===== config.mk =====
export PLATFORM = sky130hd
export DESIGN_NAME = operand_hazard_ctrl_flat
export DESIGN_NICKNAME = d
export VERILOG_FILES = /design/src/rtl/operand_hazard_ctrl_if.sv /design/src/rtl/operand_hazard_ctrl.sv /design/src/flat_wrapper.sv
export SDC_FILE = /design/constraint.sdc
export NUM_CORES = 1
export LEC_CHECK = 0
export BUFFER_PORTS_ARGS = -buffer_cell sky130_fd_sc_hd__buf_4
export CORE_UTILIZATION = 43
export CTS_CLUSTER_SIZE = 8
export DETAILED_ROUTE_END_ITERATION = 8
export RECOVER_POWER = 25
export REMOVE_ABC_BUFFERS = 1
export SLEW_MARGIN = 20
export SYNTH_ARGS = -nofsm -noshare
export SYNTH_HDL_FRONTEND = slang
export SYNTH_SLANG_ARGS = --single-unit

===== constraint.sdc =====
create_clock -name clk -period 12.25 [get_ports clk]
set_clock_uncertainty 0.05 [all_clocks]
set_input_delay 2.45 -clock clk [delete_from_list [all_inputs] [get_ports clk]]
set_output_delay 2.45 -clock clk [all_outputs]
set_load 0.01 [all_outputs]

===== src/rtl/operand_hazard_ctrl_if.sv =====
// Issue-slot bundle between decode and the operand hazard controller, including
// the long-unit writeback, the redirect signals and the scheduler's status back to decode.
interface operand_hazard_ctrl_if #(
    parameter int NREG = 32
);
    logic            issue_valid;
    logic [4:0]      issue_ra1;
    logic [4:0]      issue_ra2;
    logic            issue_use1;
    logic            issue_use2;
    logic [4:0]      issue_wa;
    logic            issue_wen;
    logic [1:0]      issue_cls;
    logic            long_done;
    logic [4:0]      long_wa;
    logic            flush;
    logic            long_kill;
    logic            stall;
    logic            issue_fire;
    logic            long_busy;
    logic [NREG-1:0] pending_mask;

    modport master (
        output issue_valid, issue_ra1, issue_ra2, issue_use1, issue_use2,
               issue_wa, issue_wen, issue_cls, long_done, long_wa, flush, long_kill,
        input  stall, issue_fire, long_busy, pending_mask
    );

    modport slave (
        input  issue_valid, issue_ra1, issue_ra2, issue_use1, issue_use2,
               issue_wa, issue_wen, issue_cls, long_done, long_wa, flush, long_kill,
        output stall, issue_fire, long_busy, pending_mask
    );
endinterface


===== src/rtl/operand_hazard_ctrl.sv =====
// Issue-stage scheduler: tracks in-flight load/long results per register, stalls
// instructions the forwarding network cannot yet satisfy, and owns the single long unit.
module operand_hazard_ctrl #(
    parameter int NREG     = 32,
    parameter int LOAD_LAT = 1,
    parameter int CW       = 2
) (
    input logic               clk,
    input logic               reset,
    operand_hazard_ctrl_if.slave bus
);
    typedef enum logic [1:0] {
        CLS_ALU  = 2'd0,
        CLS_LOAD = 2'd1,
        CLS_LONG = 2'd2,
        CLS_RSVD = 2'd3
    } op_class_e;

    localparam logic [CW-1:0] LOAD_INIT = CW'(LOAD_LAT);

    logic [CW-1:0]   cnt [NREG];
    logic            long_busy;
    logic [4:0]      long_tag;
    logic [NREG-1:0] hazard;
    logic [NREG-1:0] pending;
    logic            stall_int;
    logic            fire_int;
    op_class_e       cls;

    assign cls = op_class_e'(bus.issue_cls);

    // A long op writing back this very cycle is picked up by W-stage forwarding.
    always_comb begin
        hazard = '0;
        for (int r = 1; r < NREG; r++) begin
            hazard[r] = (cnt[r] != '0) ||
                        (long_busy && (long_tag == 5'(r)) &&
                         !(bus.long_done && (bus.long_wa == 5'(r))));
        end
    end

    always_comb begin
        pending = '0;
        for (int r = 1; r < NREG; r++) begin
            pending[r] = (cnt[r] != '0) || (long_busy && (long_tag == 5'(r)));
        end
    end

    always_comb begin
        stall_int = 1'b0;
        fire_int  = 1'b0;
        if (!reset && bus.issue_valid && !bus.flush) begin
            stall_int = (bus.issue_use1 && hazard[bus.issue_ra1]) ||
                        (bus.issue_use2 && hazard[bus.issue_ra2]) ||
                        (bus.issue_wen  && hazard[bus.issue_wa])  ||
                        ((cls == CLS_LONG) && long_busy && !bus.long_done);
            fire_int  = !stall_int;
        end
    end

    assign bus.stall        = stall_int;
    assign bus.issue_fire   = fire_int;
    assign bus.long_busy    = long_busy;
    assign bus.pending_mask = pending;

    // Countdowns keep draining through stalls; a new load or long issue overrides
    // the decrement and any same-cycle completion.
    always_ff @(posedge clk) begin
        if (reset) begin
            for (int r = 0; r < NREG; r++) cnt[r] <= '0;
            long_busy <= 1'b0;
            long_tag  <= '0;
        end else if (bus.flush) begin
            for (int r = 0; r < NREG; r++) cnt[r] <= '0;
            if (bus.long_kill) long_busy <= 1'b0;
        end else begin
            for (int r = 0; r < NREG; r++) begin
                if (cnt[r] != '0) cnt[r] <= cnt[r] - CW'(1);
            end
            if (bus.long_done && long_busy && (bus.long_wa == long_tag)) long_busy <= 1'b0;
            if (fire_int && (cls == CLS_LOAD) && bus.issue_wen && (bus.issue_wa != 5'd0)) begin
                cnt[bus.issue_wa] <= LOAD_INIT;
            end
            if (fire_int && (cls == CLS_LONG) && bus.issue_wen) begin
                long_busy <= 1'b1;
                long_tag  <= bus.issue_wa;
            end
        end
    end
endmodule


===== src/flat_wrapper.sv =====
// flat-port wrapper written by rule: the top's interface ports become plain ports
module operand_hazard_ctrl_flat 
#(
    parameter int NREG     = 32,
    parameter int LOAD_LAT = 1,
    parameter int CW       = 2
)
  (clk, reset, bus_issue_valid, bus_issue_ra1, bus_issue_ra2, bus_issue_use1, bus_issue_use2, bus_issue_wa, bus_issue_wen, bus_issue_cls, bus_long_done, bus_long_wa, bus_flush, bus_long_kill, bus_stall, bus_issue_fire, bus_long_busy, bus_pending_mask);
  operand_hazard_ctrl_if #(.NREG(NREG)) bus_i ();
  input logic clk;
  input logic reset;
  input wire logic [$bits(bus_i.issue_valid)-1:0] bus_issue_valid;
  input wire logic [$bits(bus_i.issue_ra1)-1:0] bus_issue_ra1;
  input wire logic [$bits(bus_i.issue_ra2)-1:0] bus_issue_ra2;
  input wire logic [$bits(bus_i.issue_use1)-1:0] bus_issue_use1;
  input wire logic [$bits(bus_i.issue_use2)-1:0] bus_issue_use2;
  input wire logic [$bits(bus_i.issue_wa)-1:0] bus_issue_wa;
  input wire logic [$bits(bus_i.issue_wen)-1:0] bus_issue_wen;
  input wire logic [$bits(bus_i.issue_cls)-1:0] bus_issue_cls;
  input wire logic [$bits(bus_i.long_done)-1:0] bus_long_done;
  input wire logic [$bits(bus_i.long_wa)-1:0] bus_long_wa;
  input wire logic [$bits(bus_i.flush)-1:0] bus_flush;
  input wire logic [$bits(bus_i.long_kill)-1:0] bus_long_kill;
  output wire logic [$bits(bus_i.stall)-1:0] bus_stall;
  output wire logic [$bits(bus_i.issue_fire)-1:0] bus_issue_fire;
  output wire logic [$bits(bus_i.long_busy)-1:0] bus_long_busy;
  output wire logic [$bits(bus_i.pending_mask)-1:0] bus_pending_mask;
  assign bus_i.issue_valid = bus_issue_valid;
  assign bus_i.issue_ra1 = bus_issue_ra1;
  assign bus_i.issue_ra2 = bus_issue_ra2;
  assign bus_i.issue_use1 = bus_issue_use1;
  assign bus_i.issue_use2 = bus_issue_use2;
  assign bus_i.issue_wa = bus_issue_wa;
  assign bus_i.issue_wen = bus_issue_wen;
  assign bus_i.issue_cls = bus_issue_cls;
  assign bus_i.long_done = bus_long_done;
  assign bus_i.long_wa = bus_long_wa;
  assign bus_i.flush = bus_flush;
  assign bus_i.long_kill = bus_long_kill;
  assign bus_stall = bus_i.stall;
  assign bus_issue_fire = bus_i.issue_fire;
  assign bus_long_busy = bus_i.long_busy;
  assign bus_pending_mask = bus_i.pending_mask;
  operand_hazard_ctrl #(.NREG(NREG), .LOAD_LAT(LOAD_LAT), .CW(CW)) u_core (.clk(clk), .reset(reset), .bus(bus_i));
endmodule

==> results of run 1 <==
[stage by stage]
stage	instances	power [µW]
2_1_floorplan	739	259
3_3_place_gp	985	297
3_5_place_dp	985	297
4_1_cts	1001	584
5_1_grt	1001	598
6_report	1001	583
[power by group]
group / total, µW / switching, µW / internal [µW] / leakage, µW
Clock: 289 / 109 / 179 / 0.000156
Combinational: 72.3 / 49.6 / 22.7 / 0.00197
Sequential: 222 / 0.765 / 222 / 0.000547
[worst min path at each step]
stage | startpoint | cells after the start | slack (ns) | endpoint
after floorplan | u_core.cnt[14][1]$_SDFFE_PP0P_ | 2 | 0.45 | u_core.cnt[14][1]$_SDFFE_PP0P_
after global placement | u_core.cnt[14][1]$_SDFFE_PP0P_ | 2 | 0.47 | u_core.cnt[14][1]$_SDFFE_PP0P_
after detailed placement | u_core.cnt[14][1]$_SDFFE_PP0P_ | 2 | 0.49 | u_core.cnt[14][1]$_SDFFE_PP0P_
after CTS | u_core.cnt[14][1]$_SDFFE_PP0P_ | 2 | 0.49 | u_core.cnt[14][1]$_SDFFE_PP0P_
after global routing | u_core.cnt[14][1]$_SDFFE_PP0P_ | 2 | 0.52 | u_core.cnt[14][1]$_SDFFE_PP0P_
final | u_core.cnt[14][1]$_SDFFE_PP0P_ | 2 | 0.50 | u_core.cnt[14][1]$_SDFFE_PP0P_
[final cells by class]
class                      instances  area (µm²)  share of cell area (%)
clock inverter                     7        98.8                    1.52
multi-input combinational        597        3870                    59.4
tap                              172         215                    3.30
sequential                        68        1360                    20.9
inverter                          74         278                    4.26
clock buffer                       9         225                    3.46
timing repair buffer              74         469                    7.20
[flip-flops by register name (all words and copies together) (netlist names)]
register / count
u_core.bus.long_busy: 1
u_core.cnt: 62
u_core.long_tag: 5
[Yosys cell counts, types with 12 or more instances]
cell type  number
nand2_1       171
inv_1          72
dfxtp_1        68
o21ai_0        46
clkbuf_1       44
ha_1           31
nor2_1         24
o211ai_1       23
a31oi_1        22
xor2_1         20
a21oi_1        18
nand4_1        18
nand3_1        17
nor2b_1        16
xnor2_1        16
nand2b_1       14
buf_2          12
[routing by layer]
metal  GRT usage, %  wire, µm  vias to the layer above
met4           13.9       836                        0
met5              0         0                        -
li1               -         -                     2856
met2           51.7     10100                      284
met3           4.46      1480                       52
met1           42.1      9640                     2976
[worst max-delay path, stage by stage]
cell and delay, ns:
buf_4 0.14, nand4b_1 0.29, o211ai_1 0.33, nand2_1 0.14, mux4_2 0.49, o2111a_1 0.26, a22oi_1 0.70, nand3_1 0.21
o21ba_1 0.22, buf_4 0.14
[logic make-up after synthesis]
group / Yosys count / synth area share, %
xor+xnor: 36 / 5.48
compound gates: 196 / 24.5
mux: 9 / 2.35
fa+ha+maj: 31 / 6.74
simple gates: 324 / 28.0
buf+inv: 136 / 9.19
other cells: 1 / 0.0651
flops: 68 / 23.6
==> results.toml, run 1 <==
[run_status]
outcome = "complete, no violations"

[cts]
cts_buffers = 9
clock-sinks = 68
ctsHoldBuffers = 0
clock_latency_ns = 0.35
clk_path_buf_depth = 2
post_cts_buffers = 0
htreeDepth = 3
cts_tree = "built"
clk_pin_slew_ns = 0.06
clockRootBuffer = "clkbuf_16"
cts_resized = 0

[synth]
synth_top_area_share_pct = 23.6
ys_seq_area_share_pct = 23.6
ys_top_cells_by_area = "dfxtp_1 (24%), nand2_1 (11%), ha_1 (6.7%)"
yosysUniqueCellTypes = 77
synth_edf_count = 0
synth_warnings = 0
ys_ff_latch = 68
ys_async_sr_fraction_pct = 0
yosys_most_used_dff = "dfxtp_1"
syn_area_per_cell_um2 = 7.19
synth_area_um2 = 5760
syn_inst = 801
yosysTopAreaCell = "dfxtp_1"

[cells_and_area]
antenna_cells = 0
areaGrowthSynthToFinish_pct = 13.2
final_cell_mix = "nand2_1 (171), inv_1 (72), dfxtp_1 (68)"
final_area_um2 = 6520
fin_nets = 886
fillCellCount = 1301
layout-drive-gt1-share_pct = 10.9
final_common_cell = "nand2_1"
final_util_pct = 50.8

[placed_design]
dp_hpwl_um = 16000
post-place-ws_ns = 4.47
post_dp_cell_area_um2 = 6280
place_congestion = 0.967
io_buffers = 64

[drt]
via_count = 6168
drtIter0Drc = 587
drt-total-wl_um = 22000
wl_per_cell_um = 22.0
drc = 0
drt_first_pass_iters = 5
vias_per_cell = 6.16
ant_nets = 0

[die]
die-area_um2 = 13900
die_w_um = 118
fp-row-count = 41
core-area_um2 = 12800
start_util_pct = 44.9
die-height_um = 118
io_pins = 66

[timing]
finalWorstSetupSlack_ns = 4.37
clock.fmax_mhz = 127
final-hold-violation-count = 0
fin_crit_ns = 7.88
slew_headroom_pct = 2.16
holdWs_ns = 0.498
tightest_slew_ns = 1.45
setup_violations = 0
rsz0062_at_grt = "no"
fin_crit_sh_pct = 64.3
final_max_slew_viol_count = 0
finalSetupTns_ns = 0

[critical_path]
setup.worst_path.start = "bus_long_wa[2]"
ff2ff_path_depth = 9
cp.arrival_ns = 5.38
end_kind = "primary output"
crit_fanout = 9
critical_path_class = "in2out"
worstReg2RegEnd = "u_core.cnt[14][1]$_SDFFE_PP0P_"
crit_required_ns = 9.75
start_kind = "primary input"
endpoint = "bus_stall"
reg2reg_from = "u_core.bus.long_busy$_SDFFE_PP0P_"
r2r_slack_ns = 7.52

[hold_path]
hp-class = "reg2reg"

[global_routing]
grt_start_max_net_pins = 47
grt_overflow = 0
grt_use_total_pct = 31.9
antenna_found_initial = 0
grt_first_pass_wirelength_um = 33500
grt_pass1_vias = 5742

[power]
p_leak_uw = 0.00268
power.density_nw_per_um2 = 89.5
vdd_ir_drop_max_v = 0.0000518

[job]
maxCapViolCount = 0
Power figures use the tool's default switching activity.
==> run 2: changes to the inputs <==
- clock period: 12.25 -> 7.8 ns (I/O delays scaled with it)
==> results.toml, run 2 (synthesis gave the netlist of run 1 again) <==
[run_status]
outcome = "finished with violations"
violations = "capacitance limit, slew limit"

[timing]
final_max_slew_viol_count = 6
slew_headroom_pct = -1.49
final-hold-violation-count = 0
fin_crit_sh_pct = 77.6
tightest_slew_ns = 1.50
setup_violations = 0
finalSetupTns_ns = 0
rsz0062_at_grt = "no"
clock.fmax_mhz = 165
fin_crit_ns = 6.06

[die]
core-area_um2 = 12800
io_pins = 66
die-area_um2 = 13900
die_w_um = 118
fp-row-count = 41
start_util_pct = 44.9
die-height_um = 118

[cts]
clock-sinks = 68
post_cts_buffers = 0
htreeDepth = 3
clk_path_buf_depth = 2
clk_pin_slew_ns = 0.06
ctsHoldBuffers = 0
cts_buffers = 9
cts_tree = "built"
clock_latency_ns = 0.35
clockRootBuffer = "clkbuf_16"
cts_resized = 0

[drt]
met1_length_um = 9570
vias_per_cell = 6.06
drt-total-wl_um = 21800
dr_wl_met3_um = 1680
drc = 0
wl_met2_um = 9830
wl_per_cell_um = 21.8
routed.top_layer = "met4"
drtIter0Drc = 578
ant_nets = 0
drt_first_pass_iters = 5
via_count = 6071

[hold_path]
min_to = "u_core.cnt[14][1]$_SDFFE_PP0P_"
whs_path_depth = 2
hold_start = "u_core.cnt[14][1]$_SDFFE_PP0P_"
hp-class = "reg2reg"

[global_routing]
grt_start_max_net_pins = 30
grt_pass1_vias = 5625
antenna_found_initial = 0
grt_use_total_pct = 31.5
grt_overflow = 0
grt_first_pass_wirelength_um = 33100

[critical_path]
crit_path_cell_trace = "buf_4, nand4b_1, o211ai_1, nand2_1, mux4_2, o2111a_1, a22oi_1, nand3_1, o21ba_1, buf_4"
crit_required_ns = 6.19
crit_fanout = 9
crit_top_cell = "buf_4"
start_kind = "primary input"
critical_path_class = "in2out"
worstReg2RegEnd = "u_core.cnt[14][1]$_SDFFE_PP0P_"
ff2ff_path_depth = 9
cp_slowest_cell = "a22oi_1"
cp_slowest_stage_delay_ns = 0.68
r2r_slack_ns = 3.01
end_kind = "primary output"
reg2reg_from = "u_core.bus.long_busy$_SDFFE_PP0P_"
cp.arrival_ns = 4.45

[placed_design]
place_congestion = 0.971
dp.cells = 985
io_buffers = 64
dp_hpwl_um = 16000

[job]
maxCapViolCount = 1

[cells_and_area]
antenna_cells = 0
stdcell_count = 1001
areaGrowthSynthToFinish_pct = 13.0
final_common_cell = "nand2_1"
fillCellCount = 1307
layout-drive-gt1-share_pct = 10.9
final_cell_mix = "nand2_1 (171), inv_1 (72), dfxtp_1 (68)"
largest_register_ffs = 62
top_register = "u_core.cnt"
fin_nets = 886
top_regs = "u_core.cnt x62, u_core.long_tag x5, u_core.bus.long_busy x1"

[power]
vdd_ir_drop_max_v = 0.0000828
p_leak_uw = 0.00267
power.density_nw_per_um2 = 138
-- run 2: cell types whose count changed in the layout (fill, tap and decap cells not counted), sizes merged --
cell	delta
bufinv	-1
clkbuf	+2
clkinv	-2
clkinvlp	+1
-- run 2: power breakdown --
part / internal (µW) / switching [µW]
Combinational: 35.7 / 77.7
Sequential: 348 / 1.25
Clock: 265 / 169
-- run 2: worst max-delay path by stage --
stage	startpoint	endpoint	slack, ns	cells past startpoint
finish	bus_long_wa[2]	bus_stall	1.74	10
global route	bus_long_wa[1]	bus_issue_fire	1.53	10
CTS	bus_long_wa[2]	bus_stall	1.77	10
detailed placement	bus_long_wa[1]	bus_stall	1.79	10
global placement	bus_long_wa[2]	bus_stall	1.84	10
floorplan	bus_long_wa[2]	bus_issue_fire	2.30	8
-- run 2: cell type report --
cell class | instances | area (µm²) | area share, %
Timing Repair Buffer | 74 | 469 | 7.22
Tap cell | 172 | 215 | 3.31
Inverter | 74 | 278 | 4.27
Clock inverter | 5 | 58.8 | 0.904
Clock buffer | 11 | 253 | 3.89
Multi-Input combinational cell | 597 | 3870 | 59.5
Sequential cell | 68 | 1360 | 20.9
-- run 2: metal layers --
layer  vias up  GRT usage (%)
li1       2867              -
met1      2887           41.3
met2       263           49.6
met3        54           6.20
met4         0           14.3
met5         -              0
-- run 2: critical path, delay by kind of cell --
kind	cells	cell delay [ns]
AO/OA/AOI/OAI	4	1.47
multiplexers	1	0.49
AND/OR/NAND/NOR	3	0.65
buffers and inverters	2	0.27
-- run 2: per-stage QoR --
stage	hold slack (ns)	power, µW	setup slack, ns	util (%)	area [µm²]
4_1_cts	0.499	899	1.77	51.4	6600
3_5_place_dp	0.488	467	1.79	49.0	6280
6_report	0.507	897	1.74	50.7	6500
3_3_place_gp	0.477	467	1.84	49.0	6280
2_1_floorplan	0.450	407	2.30	-	5510
5_1_grt	0.533	918	1.53	50.7	6500
==> run 3: changes to the inputs <==
- clock period: 7.8 -> 5.5 ns (I/O delays scaled with it)
==> results.toml, run 3 (synthesis gave the netlist of run 1 again) <==
[run_status]
outcome = "complete, no violations"

[cts]
clock-sinks = 68
clockRootBuffer = "clkbuf_16"
clk_path_buf_depth = 2
htreeDepth = 3
cts_resized = 0
post_cts_buffers = 0
ctsHoldBuffers = 0
clk_pin_slew_ns = 0.06
clock_latency_ns = 0.35
cts_buffers = 9
cts_tree = "built"

[global_routing]
grt_start_max_net_pins = 26
grt_first_pass_wirelength_um = 34100
antenna_found_initial = 0
grt_pass1_vias = 5992
grt_overflow = 0
grt_use_total_pct = 32.4

[timing]
setup_violations = 0
slew_headroom_pct = 22.5
final_max_slew_viol_count = 0
holdWs_ns = 0.496
rsz0062_at_grt = "no"
finalSetupTns_ns = 0
fin_crit_ns = 4.86
final-hold-violation-count = 0
tightest_slew_ns = 1.16
fin_crit_sh_pct = 88.4
clock.fmax_mhz = 206

[job]
maxCapViolCount = 0

[drt]
drtIter0Drc = 401
wl_per_cell_um = 21.8
drt-total-wl_um = 22000
drt_first_pass_iters = 5
vias_per_cell = 6.11
ant_nets = 0
via_count = 6166
drc = 0

[hold_path]
whs_path_depth = 2
hp-class = "reg2reg"

[cells_and_area]
stdcell_count = 1009
final_common_cell = "nand2_1"
top_regs = "u_core.cnt x62, u_core.long_tag x5, u_core.bus.long_busy x1"
largest_register_ffs = 62
fillCellCount = 1327
final_cell_mix = "nand2_1 (171), inv_1 (72), dfxtp_1 (68)"
antenna_cells = 0
top_register = "u_core.cnt"
areaGrowthSynthToFinish_pct = 15.1
fin_nets = 894
layout-drive-gt1-share_pct = 11.7
final_area_um2 = 6630

[critical_path]
end_kind = "primary output"
ff2ff_path_depth = 10
r2r_slack_ns = 1.51
crit_family = "simple AND/OR/NAND/NOR gates"
cp_slowest_stage_delay_ns = 0.59
crit_top_cell = "buf_4"
path_buf_inv = 2
cp_slowest_cell = "or4b_4"
start_kind = "primary input"
cp.arrival_ns = 3.71
crit_path_cell_trace = "buf_4, or4b_4, o211ai_2, nand2_1, mux4_2, mux2_2, a211oi_4, nand3_1, o21ba_1, buf_4"
critical_path_class = "in2out"
crit_required_ns = 4.35
crit_fanout = 9
cp_num_cells = 10

[placed_design]
io_buffers = 64
dp_hpwl_um = 16300
dp.cells = 993
post_dp_cell_area_um2 = 6360
place_congestion = 1.01

[power]
power.density_nw_per_um2 = 208
vdd_ir_drop_max_v = 0.000125
p_leak_uw = 0.00273

[die]
fp-row-count = 41
io_pins = 66
die-area_um2 = 13900
die-height_um = 118
core-area_um2 = 12800
die_w_um = 118
start_util_pct = 44.9
[run 3: metrics by stage]
stage / util [%] / worst slack (ns) / power, µW
floorplan: - / 0.915 / 578
global placement: 49.6 / 0.687 / 668
detailed placement: 49.6 / 0.698 / 668
CTS: 52.4 / 0.690 / 1380
global route: 51.7 / 0.533 / 1410
finish: 51.7 / 0.638 / 1380
[run 3: where the power goes]
group          internal (µW)  switching (µW)  total [µW]
Sequential               493            1.69         495
Combinational           54.0             112         166
Clock                    470             244         714
[run 3: final timing paths]
check / end / start
hold / removal: u_core.cnt[14][1]$_SDFFE_PP0P_ / u_core.cnt[14][1]$_SDFFE_PP0P_
setup / recovery: bus_stall / bus_long_wa[2]
setup reg to reg: u_core.cnt[31][0]$_SDFFE_PP1P_ / u_core.bus.long_busy$_SDFFE_PP0P_
hold reg to reg: u_core.cnt[14][1]$_SDFFE_PP0P_ / u_core.cnt[14][1]$_SDFFE_PP0P_
[run 3: final cells by class]
cell class / count / area [µm²] / share of cell area [%]
Clock inverter: 5 / 106 / 1.61
Multi-Input combinational cell: 597 / 3870 / 58.5
Tap cell: 172 / 215 / 3.25
Sequential cell: 68 / 1360 / 20.5
Timing Repair Buffer: 82 / 538 / 8.12
Inverter: 74 / 278 / 4.19
Clock buffer: 11 / 253 / 3.81
[run 3: worst reg2reg max path, stage by stage (launching register included)]
cell,delay [ns]
dfxtp_1,0.53
nor4b_2,0.71
o211ai_1,0.32
and3_1,0.27
or4_1,0.41
a41oi_1,0.27
a22oi_1,0.16
buf_4,0.20
and4_1,0.43
buf_12,0.27
a22o_1,0.25
[run 3: routing by layer]
metal,routed length [µm],vias up,track usage [%]
met2,10100,283,52.1
met5,0,-,0
met1,9570,2962,42.5
met3,1520,48,4.55
li1,-,2873,-
met4,758,0,15.5
